$ cat src/rtl/synth_drv_pkg.sv
// Shared types and helpers for the synth core stimulus driver.
// The LFSR and the MISR use the same Galois step function.
package synth_drv_pkg;

  typedef enum logic [1:0] {
    ST_IDLE  = 2'd0,
    ST_RUN   = 2'd1,
    ST_DRAIN = 2'd2,
    ST_DONE  = 2'd3
  } drv_state_t;

  localparam logic [31:0] POLY_DEFAULT = 32'h8020_0003;
  localparam int          MAX_LATENCY  = 4;

  function automatic logic [31:0] lfsr_step(input logic [31:0] value,
                                            input logic [31:0] poly);
    return {value[30:0], 1'b0} ^ (value[31] ? poly : 32'h0000_0000);
  endfunction

  function automatic logic [31:0] bit_reverse(input logic [31:0] value);
    logic [31:0] rev;
    rev = '0;
    for (int i = 0; i < 32; i++) begin
      rev[i] = value[31-i];
    end
    return rev;
  endfunction

endpackage

$ cat src/rtl/synth_drv_lfsr.sv
// Loadable 32-bit Galois LFSR; a zero seed is replaced by 1 so the
// generator never locks up in the all-zero state.
module synth_drv_lfsr
  import synth_drv_pkg::*;
#(
  parameter logic [31:0] POLY = POLY_DEFAULT
) (
  input  logic        clk,
  input  logic        rst,
  input  logic        load,
  input  logic        enable,
  input  logic [31:0] seed,
  output logic [31:0] value
);

  always_ff @(posedge clk) begin
    if (rst) begin
      value <= '0;
    end else if (load) begin
      value <= (seed == 32'h0000_0000) ? 32'h0000_0001 : seed;
    end else if (enable) begin
      value <= lfsr_step(value, POLY);
    end
  end

endmodule

$ cat src/rtl/synth_core_driver.sv
// Drives pseudo-random operand vectors into a synth core and compacts
// the returned results into a MISR signature.
module synth_core_driver
  import synth_drv_pkg::*;
#(
  parameter int          WIDTH   = 32,
  parameter int          LATENCY = 1,
  parameter logic [31:0] POLY    = POLY_DEFAULT
) (
  input  logic             clk,
  input  logic             rst,
  input  logic             start,
  input  logic [15:0]      num_vec,
  input  logic [31:0]      seed,
  output logic [WIDTH-1:0] core_a,
  output logic [WIDTH-1:0] core_b,
  output logic [WIDTH-1:0] core_c,
  output logic             core_sel,
  input  logic [WIDTH-1:0] core_result,
  output logic             busy,
  output logic             done,
  output logic [15:0]      vec_count,
  output logic [31:0]      signature
);

  localparam int                CNT_W      = $clog2(MAX_LATENCY);
  localparam logic [CNT_W-1:0]  DRAIN_LAST = CNT_W'(LATENCY - 1);

  drv_state_t         state_q;
  drv_state_t         state_d;
  logic               accept;
  logic               issue;
  logic [31:0]        lfsr_value;
  logic [15:0]        num_vec_q;
  logic [31:0]        sig_q;
  logic [CNT_W-1:0]   drain_cnt;
  logic [LATENCY-1:0] valid_pipe;
  logic [LATENCY-1:0] valid_next;
  logic               capture;

  synth_drv_lfsr #(
    .POLY(POLY)
  ) u_lfsr (
    .clk   (clk),
    .rst   (rst),
    .load  (accept),
    .enable(issue),
    .seed  (seed),
    .value (lfsr_value)
  );

  always_ff @(posedge clk) begin
    if (rst) begin
      state_q <= ST_IDLE;
    end else begin
      state_q <= state_d;
    end
  end

  // A zero-length run skips straight to DONE so done still pulses at T+1.
  always_comb begin
    state_d = state_q;
    accept  = 1'b0;
    issue   = 1'b0;
    busy    = 1'b0;
    done    = 1'b0;
    unique case (state_q)
      ST_IDLE: begin
        if (start) begin
          accept  = 1'b1;
          state_d = (num_vec == 16'd0) ? ST_DONE : ST_RUN;
        end
      end
      ST_RUN: begin
        issue = 1'b1;
        busy  = 1'b1;
        if (vec_count == num_vec_q - 16'd1) begin
          state_d = ST_DRAIN;
        end
      end
      ST_DRAIN: begin
        busy = 1'b1;
        if (drain_cnt == DRAIN_LAST) begin
          state_d = ST_DONE;
        end
      end
      ST_DONE: begin
        done    = 1'b1;
        state_d = ST_IDLE;
      end
      default: state_d = ST_IDLE;
    endcase
  end

  generate
    if (LATENCY == 1) begin : g_pipe_single
      assign valid_next = issue;
    end else begin : g_pipe_multi
      assign valid_next = {valid_pipe[LATENCY-2:0], issue};
    end
  endgenerate

  assign capture = valid_pipe[LATENCY-1];

  // The tail of the valid pipe marks the cycle a vector's result is on core_result.
  always_ff @(posedge clk) begin
    if (rst) begin
      vec_count  <= '0;
      num_vec_q  <= '0;
      sig_q      <= '0;
      drain_cnt  <= '0;
      valid_pipe <= '0;
    end else begin
      valid_pipe <= valid_next;
      drain_cnt  <= (state_q == ST_DRAIN) ? drain_cnt + 1'b1 : '0;
      if (accept) begin
        vec_count <= '0;
        num_vec_q <= num_vec;
        sig_q     <= '0;
      end else begin
        if (issue && (vec_count != num_vec_q)) begin
          vec_count <= vec_count + 16'd1;
        end
        if (capture) begin
          sig_q <= lfsr_step(sig_q, POLY) ^ core_result;
        end
      end
    end
  end

  always_comb begin
    core_a   = '0;
    core_b   = '0;
    core_c   = '0;
    core_sel = 1'b0;
    if (issue) begin
      core_a   = lfsr_value;
      core_b   = bit_reverse(lfsr_value);
      core_c   = ~lfsr_value;
      core_sel = lfsr_value[0];
    end
  end

  assign signature = sig_q;

endmodule

$ cat config.mk
export PLATFORM = sky130hd
export DESIGN_NAME = synth_core_driver
export DESIGN_NICKNAME = d
export VERILOG_FILES = /design/src/rtl/synth_drv_pkg.sv /design/src/rtl/synth_drv_lfsr.sv /design/src/rtl/synth_core_driver.sv
export SDC_FILE = /design/constraint.sdc
export NUM_CORES = 1
export LEC_CHECK = 0
export CAP_MARGIN = 15
export CORE_MARGIN = 2
export CORE_UTILIZATION = 48
export CTS_BUF_LIST = sky130_fd_sc_hd__clkbuf_4 sky130_fd_sc_hd__clkbuf_8
export CTS_CLUSTER_DIAMETER = 200
export CTS_CLUSTER_SIZE = 10
export DETAILED_ROUTE_END_ITERATION = 16
export GPL_TIMING_DRIVEN = 0
export PLACE_DENSITY = 0.95
export SKIP_LAST_GASP = 1
export SLEW_MARGIN = 25
export SYNTH_ARGS = -nofsm -noshare
export SYNTH_HDL_FRONTEND = slang
export SYNTH_SLANG_ARGS = --single-unit
$ cat constraint.sdc
create_clock -name clk -period 7.55 [get_ports clk]
set_clock_uncertainty 0.15 [all_clocks]
set_input_delay 1.1325 -clock clk [delete_from_list [all_inputs] [get_ports clk]]
set_output_delay 1.1325 -clock clk [all_outputs]
set_load 0.01 [all_outputs]
==> results.ini <==
[run_status]
status=finished clean

[power_and_ir_drop]
power.leakage_nw=2.97
vdd_drop_max_uv=178
powerDensity_mw_per_mm2=271

[grt]
grt_overflow=0
grt_max_degree=19
track_usage_pct=27.9
grt_antenna_before_repair=0
grt_pass1_wl_um=28200
grt_pass1_vias=5690

[logic_synthesis]
yosysMostFrequentCell=dfxtp_1
synth_top_cell_by_area=dfxtp_1
syn_area_mm2=0.00550
async_reset_ff_share_pct=0
yosysSeqAreaShare_pct=36.8
yosysWarnings=0
syn-num-nets=798
synth_edf_count=0
synthTopCellsByArea=dfxtp_1, xnor2_1, nor2_1
synth_cell_types=50
ys_ff_latch=101
synth_top_area_share_pct=36.8
avgSynthCellArea_um2=7.78
ys.flop_type=dfxtp_1
yosys-top-cells-count=dfxtp_1, nor2_1, nand2_1
syn_inst=707

[timing]
slew_violations=0
fmax_mhz=213
slew_headroom_pct=57.2
setup_violations=0
rsz0062_at_grt=false
fin_setup_tns_ps=0
timing.hold.ws_ps=336
fin_crit_ps=4690
finalHoldViolCount=0
fin_crit_sh_pct=62.1
worst_slew_pin_slew_ps=640

[setup_path]
crit_chain=inv_1 -> ha_1 -> clkbuf_1 -> clkinv_1 -> clkbuf_1 -> buf_1 -> nor2_1 -> clkdlybuf4s50_1
crit_arrival_ps=3410
critPathMaxStageDelay_ps=610
path_class=flip-flop to primary output
cp-start-kind=flip-flop
regToRegSetupSlack_ps=4710
crit_end=core_c[20]
required_ps=6270
startpoint=state_q[1]
crit_path_max_fanout=10
rr_startpoint=num_vec_q[1]
r2r-end=state_q[1]
critPathMostFrequentCell=clkbuf_1
cp_slowest_cell=clkdlybuf4s50_1
rr_worst_depth=10
cp-end-kind=primary output

[finish]
drive_above_1_share_pct=6.31
area_growth_pct=49.3
antenna_cells=0
multi_input_area_mm2=0.00297
n_fill_cell=888
fin_util_pct=72.5
nets=1037
seq_area_mm2=0.00202

[worst_hold_path]
hp-class=flip-flop to flip-flop
worstHoldPathCells=2

[detailed_routing]
wire_per_inst_um=16.3
vias_per_cell=5.42
wirelength_um=17900
drc=0
vias=5932
ant_nets=0
first_pass_iters=5
drt_iter0_drc=365

[clock_tree]
cts_tree=built
post_cts_buffers=0
cts_root_buffer=clkbuf_8
post_cts_resized=0
numClockSinks=101
cts_hold_buf=0
cts_made_buffers=9
htree_levels=3
clock_latency_ps=370
clock_path_buffers=2
clk_pin_slew_worst_paths_ps=100

[placed_design]
dp_hpwl_um=13900
gp_congestion=0.985
port_buffers=228

[floorplan]
die_area_mm2=0.0123
start_util_pct=48.6
core_mm2=0.0113
boundaryPins=230
die-width_um=111
rows=39
die_h_um=111

[run]
cap_violations=0

-- layer usage --
metal | GRT usage [%] | wire [um] | up-vias
met1 | 34.9 | 7380 | 2756
met2 | 46.3 | 8590 | 256
li1 | - | - | 2869
met3 | 6.29 | 1280 | 51
met4 | 11.9 | 607 | 0
met5 | 0 | 0 | -
-- how the worst min path moves through the flow --
stage,from,endpoint,slack (ps)
floorplan,num_vec_q[15],num_vec_q[15],300
global placement,num_vec_q[15],num_vec_q[15],320
detailed placement,num_vec_q[15],num_vec_q[15],320
CTS,num_vec_q[15],num_vec_q[15],340
global route,num_vec_q[15],num_vec_q[15],360
finish,num_vec_q[15],num_vec_q[15],340
-- critical path: cells and delay by family, from the launching register on --
family                     cells  cell delay (ps)
buffers and inverters          6             2170
DFF                            1              360
adders and majority gates      1              300
and+or+nand+nor                1              220
-- power breakdown --
part	internal, mW	switching [mW]
clock	0.226	0.207
sequential	0.629	0.0900
combinational	0.518	0.557
total	1.37	0.854
-- kinds of logic after synthesis --
family,share of synthesized area [%]
muxes,0.910
adders and majority gates,1.82
DFF,36.8
buffers and inverters,9.17
xor gates and xnor gates,10.7
and+or+nand+nor,23.2
AOI/OAI and AO/OA,17.4
-- layout by cell type, fill, tap and decap left out, drive strengths merged, types with 2 or more instances in the layout --
| cell | synthesis | layout |
|---|---|---|
| a221oi | 2 | 2 |
| nor2 | 99 | 99 |
| and3 | 4 | 4 |
| o211ai | 3 | 3 |
| dfxtp | 101 | 101 |
| or4 | 6 | 6 |
| a311oi | 2 | 2 |
| nand2 | 73 | 73 |
| a21oi | 58 | 58 |
| nor3 | 8 | 8 |
| and2 | 34 | 34 |
| nor4 | 19 | 19 |
| bufinv | 0 | 3 |
| clkbuf | 41 | 50 |
| nand3 | 7 | 7 |
| clkdlybuf4s50 | 0 | 228 |
| xor2 | 9 | 9 |
| inv | 15 | 18 |
| a41o | 2 | 2 |
| a21o | 2 | 2 |
| and3b | 2 | 2 |
| a211oi | 33 | 33 |
| clkinv | 1 | 2 |
| o21ai | 41 | 41 |
| xnor2 | 58 | 58 |
| nand2b | 2 | 2 |
| ha | 8 | 8 |
| mux2i | 5 | 5 |
| or3 | 9 | 9 |
| buf | 40 | 40 |
| o2111ai | 2 | 2 |
| nand4 | 6 | 6 |
-- through the flow --
step	instances	total power, mW	setup WS (ps)	instance area [um2]
after floorplan	707	1.32	4600	5500
after global routing	1094	2.35	2670	8210
after global placement	1078	1.76	3370	7960
final	1094	2.23	2860	8210
after CTS	1094	2.22	2920	8210
after detailed placement	1078	1.79	3350	7960
-- layout make-up --
| type | instances | share of cell area, % |
|---|---|---|
| flip-flops and latches | 101 | 24.6 |
| plain buffers | 81 | 5.41 |
| clock buffers | 9 | 1.51 |
| clock inverters | 7 | 1.55 |
| inverters | 16 | 0.731 |
| multi-input cells | 509 | 36.2 |
| well taps | 143 | 2.18 |
| repair buffers | 228 | 27.8 |
-- state kept, by name, indices dropped and copies added (netlist names) --
signal and cells:
u_lfsr.value 32, vec_count 16, signature 32, state_q 2, num_vec_q 16, capture 1, drain_cnt 2
Note: power is estimated with default switching activity, not from simulation.
==> RTL edit: new RTL, same settings <==
The package constant `MAX_LATENCY` goes from 4 to 8.
--- a/src/rtl/synth_drv_pkg.sv
+++ b/src/rtl/synth_drv_pkg.sv
@@ -10,7 +10,7 @@
   } drv_state_t;
 
   localparam logic [31:0] POLY_DEFAULT = 32'h8020_0003;
-  localparam int          MAX_LATENCY  = 4;
+  localparam int          MAX_LATENCY  = 8;
 
   function automatic logic [31:0] lfsr_step(input logic [31:0] value,
                                             input logic [31:0] poly);
Behaviour: same outputs for any inputs over 10 cycles, from zero or initial values and one cycle with rst high; that may be too few to reach the edited logic, so the function may still have changed.
==> RTL edit against the original RTL <==
  * Setup slack better by 0.036 ns
  * Sequential cell count up 1
  * Cell area down 1.1%
  * Synthesized area down 0.25%
  * Sequential share of layout area up 0.52 points
  * Sequential power down 9.7%
  * First-iteration DRC count down 9.3%
  * Final cell count down 1.4%
  * Total power down 23%
  * Count of clock-buffer cells in the layout up 1
  * Wire length down 1.0%
  * Via count down 1.1%
==> RTL edit: results (changes against the original RTL) <==
Drt
  • Drt initial violations: 331 (was 365)
  • Vias per inst: 5.435 (was 5.422)
  • Met3 wire length: 1137 um (was 1277 um)
  • Met2 wire length: 8748 um (was 8587 um)
  • M1 wire length: 7270 um (was 7377 um)

Logic synthesis
  • Mux cell area share after synthesis: 1.369% (was 0.9103%)
  • Share of the yosys chip area belonging to registers: 37.23% (was 36.78%)
  • Most frequent cells after synthesis: 102 x dfxtp_1, 97 x nor2_1, 76 x nand2_1 (was 101 x dfxtp_1, 99 x nor2_1, 73 x nand2_1)
  • Post-Synth Adder-Cell Area: 2.053% (was 1.821%)
  • Syn Nets: 784 (was 798)
  • Synth Area in Compound Gates: 16.22% (was 17.41%)
  • Synth cell types: 55 (was 50)

Min path
  • Worst hold endpoint: drain_cnt[0] (was num_vec_q[15])
  • Hold Path Stages: 1 (was 2)

Layout
  • Signal buf overhead: 33.29% (was 33.21%)
  • Fill cells: 871 (was 888)
  • Nonclk buf count: 305 (was 309)
  • Layout cell share with drive strength beyond 1: 6.197% (was 6.309%)
  • Comb_multi_in: 503 (was 509)
  • Area occupied by multi-input gates: 2983 sq um (was 2972 sq um)
  • Finished Cell Area: 8122 sq um (was 8210 sq um)
  • Number of non-clock inverters: 10 (was 16)
  • Seq. cell area: 2042 sq um (was 2022 sq um)

Global routing
  • Pin count of the biggest net entering global routing: 18 (was 19)
  • Global-route met2 utilization: 48.47% (was 46.34%)
  • GRT Util Overall: 28.27% (was 27.85%)
  • Met1 usage: 34.19% (was 34.86%)

Placement
  • Placed inst area: 7945 sq um (was 7959 sq um)
  • Place WS: 3.356 ns (was 3.351 ns)
  • Gpl congestion: 0.9603 (was 0.9852)
  • Hpwl dp: 13760 um (was 13880 um)

Timing
  • Worst Max-Slew Pin Slew: 0.8141 ns (was 0.6398 ns)

Setup path
  • Arrival time of the worst setup path: 3.37 ns (was 3.41 ns)
  • R2R Path Start: num_vec_q[8] (was num_vec_q[1])

Power and ir drop
  • Clock Power: 0.000321 W (was 0.000433 W)
  • Comb. pwr: 0.000738 W (was 0.00108 W)
  • LEAKAGE: 2.964 nW (was 2.969 nW)
  • Worst IR Drop VDD: 124.2 uV (was 178.0 uV)
  • Clock power share: 18.8% (was 19.4%)

Run status
  • Status: complete, no violations (unchanged)
RTL edit: cell types whose count changed in the layout (fill, tap and decap cells not counted), moves of 4 or more:
cell	change
xor2_1	+5
nand4_1	+4
o21ai_0	-10
or3_1	-4
inv_1	-6
or4_1	-4
a21oi_1	-4
nor2b_1	+4
RTL edit: cell families after synthesis:
kind of cell,count (synthesis)
AND/OR/NAND/NOR,273
AO/OA/AOI/OAI,143
flip-flops,102
buffers and inverters,87
XOR/XNOR,71
adder cells (fa/ha/maj),9
multiplexers,7
RTL edit: worst max-delay path by stage:
stage / startpoint / to
global placement: state_q[1] / core_c[13]
finish: state_q[1] / core_c[22]
CTS: state_q[1] / core_c[22]
global route: state_q[1] / core_c[13]
floorplan: state_q[1] / core_c[10]
detailed placement: state_q[1] / core_c[22]
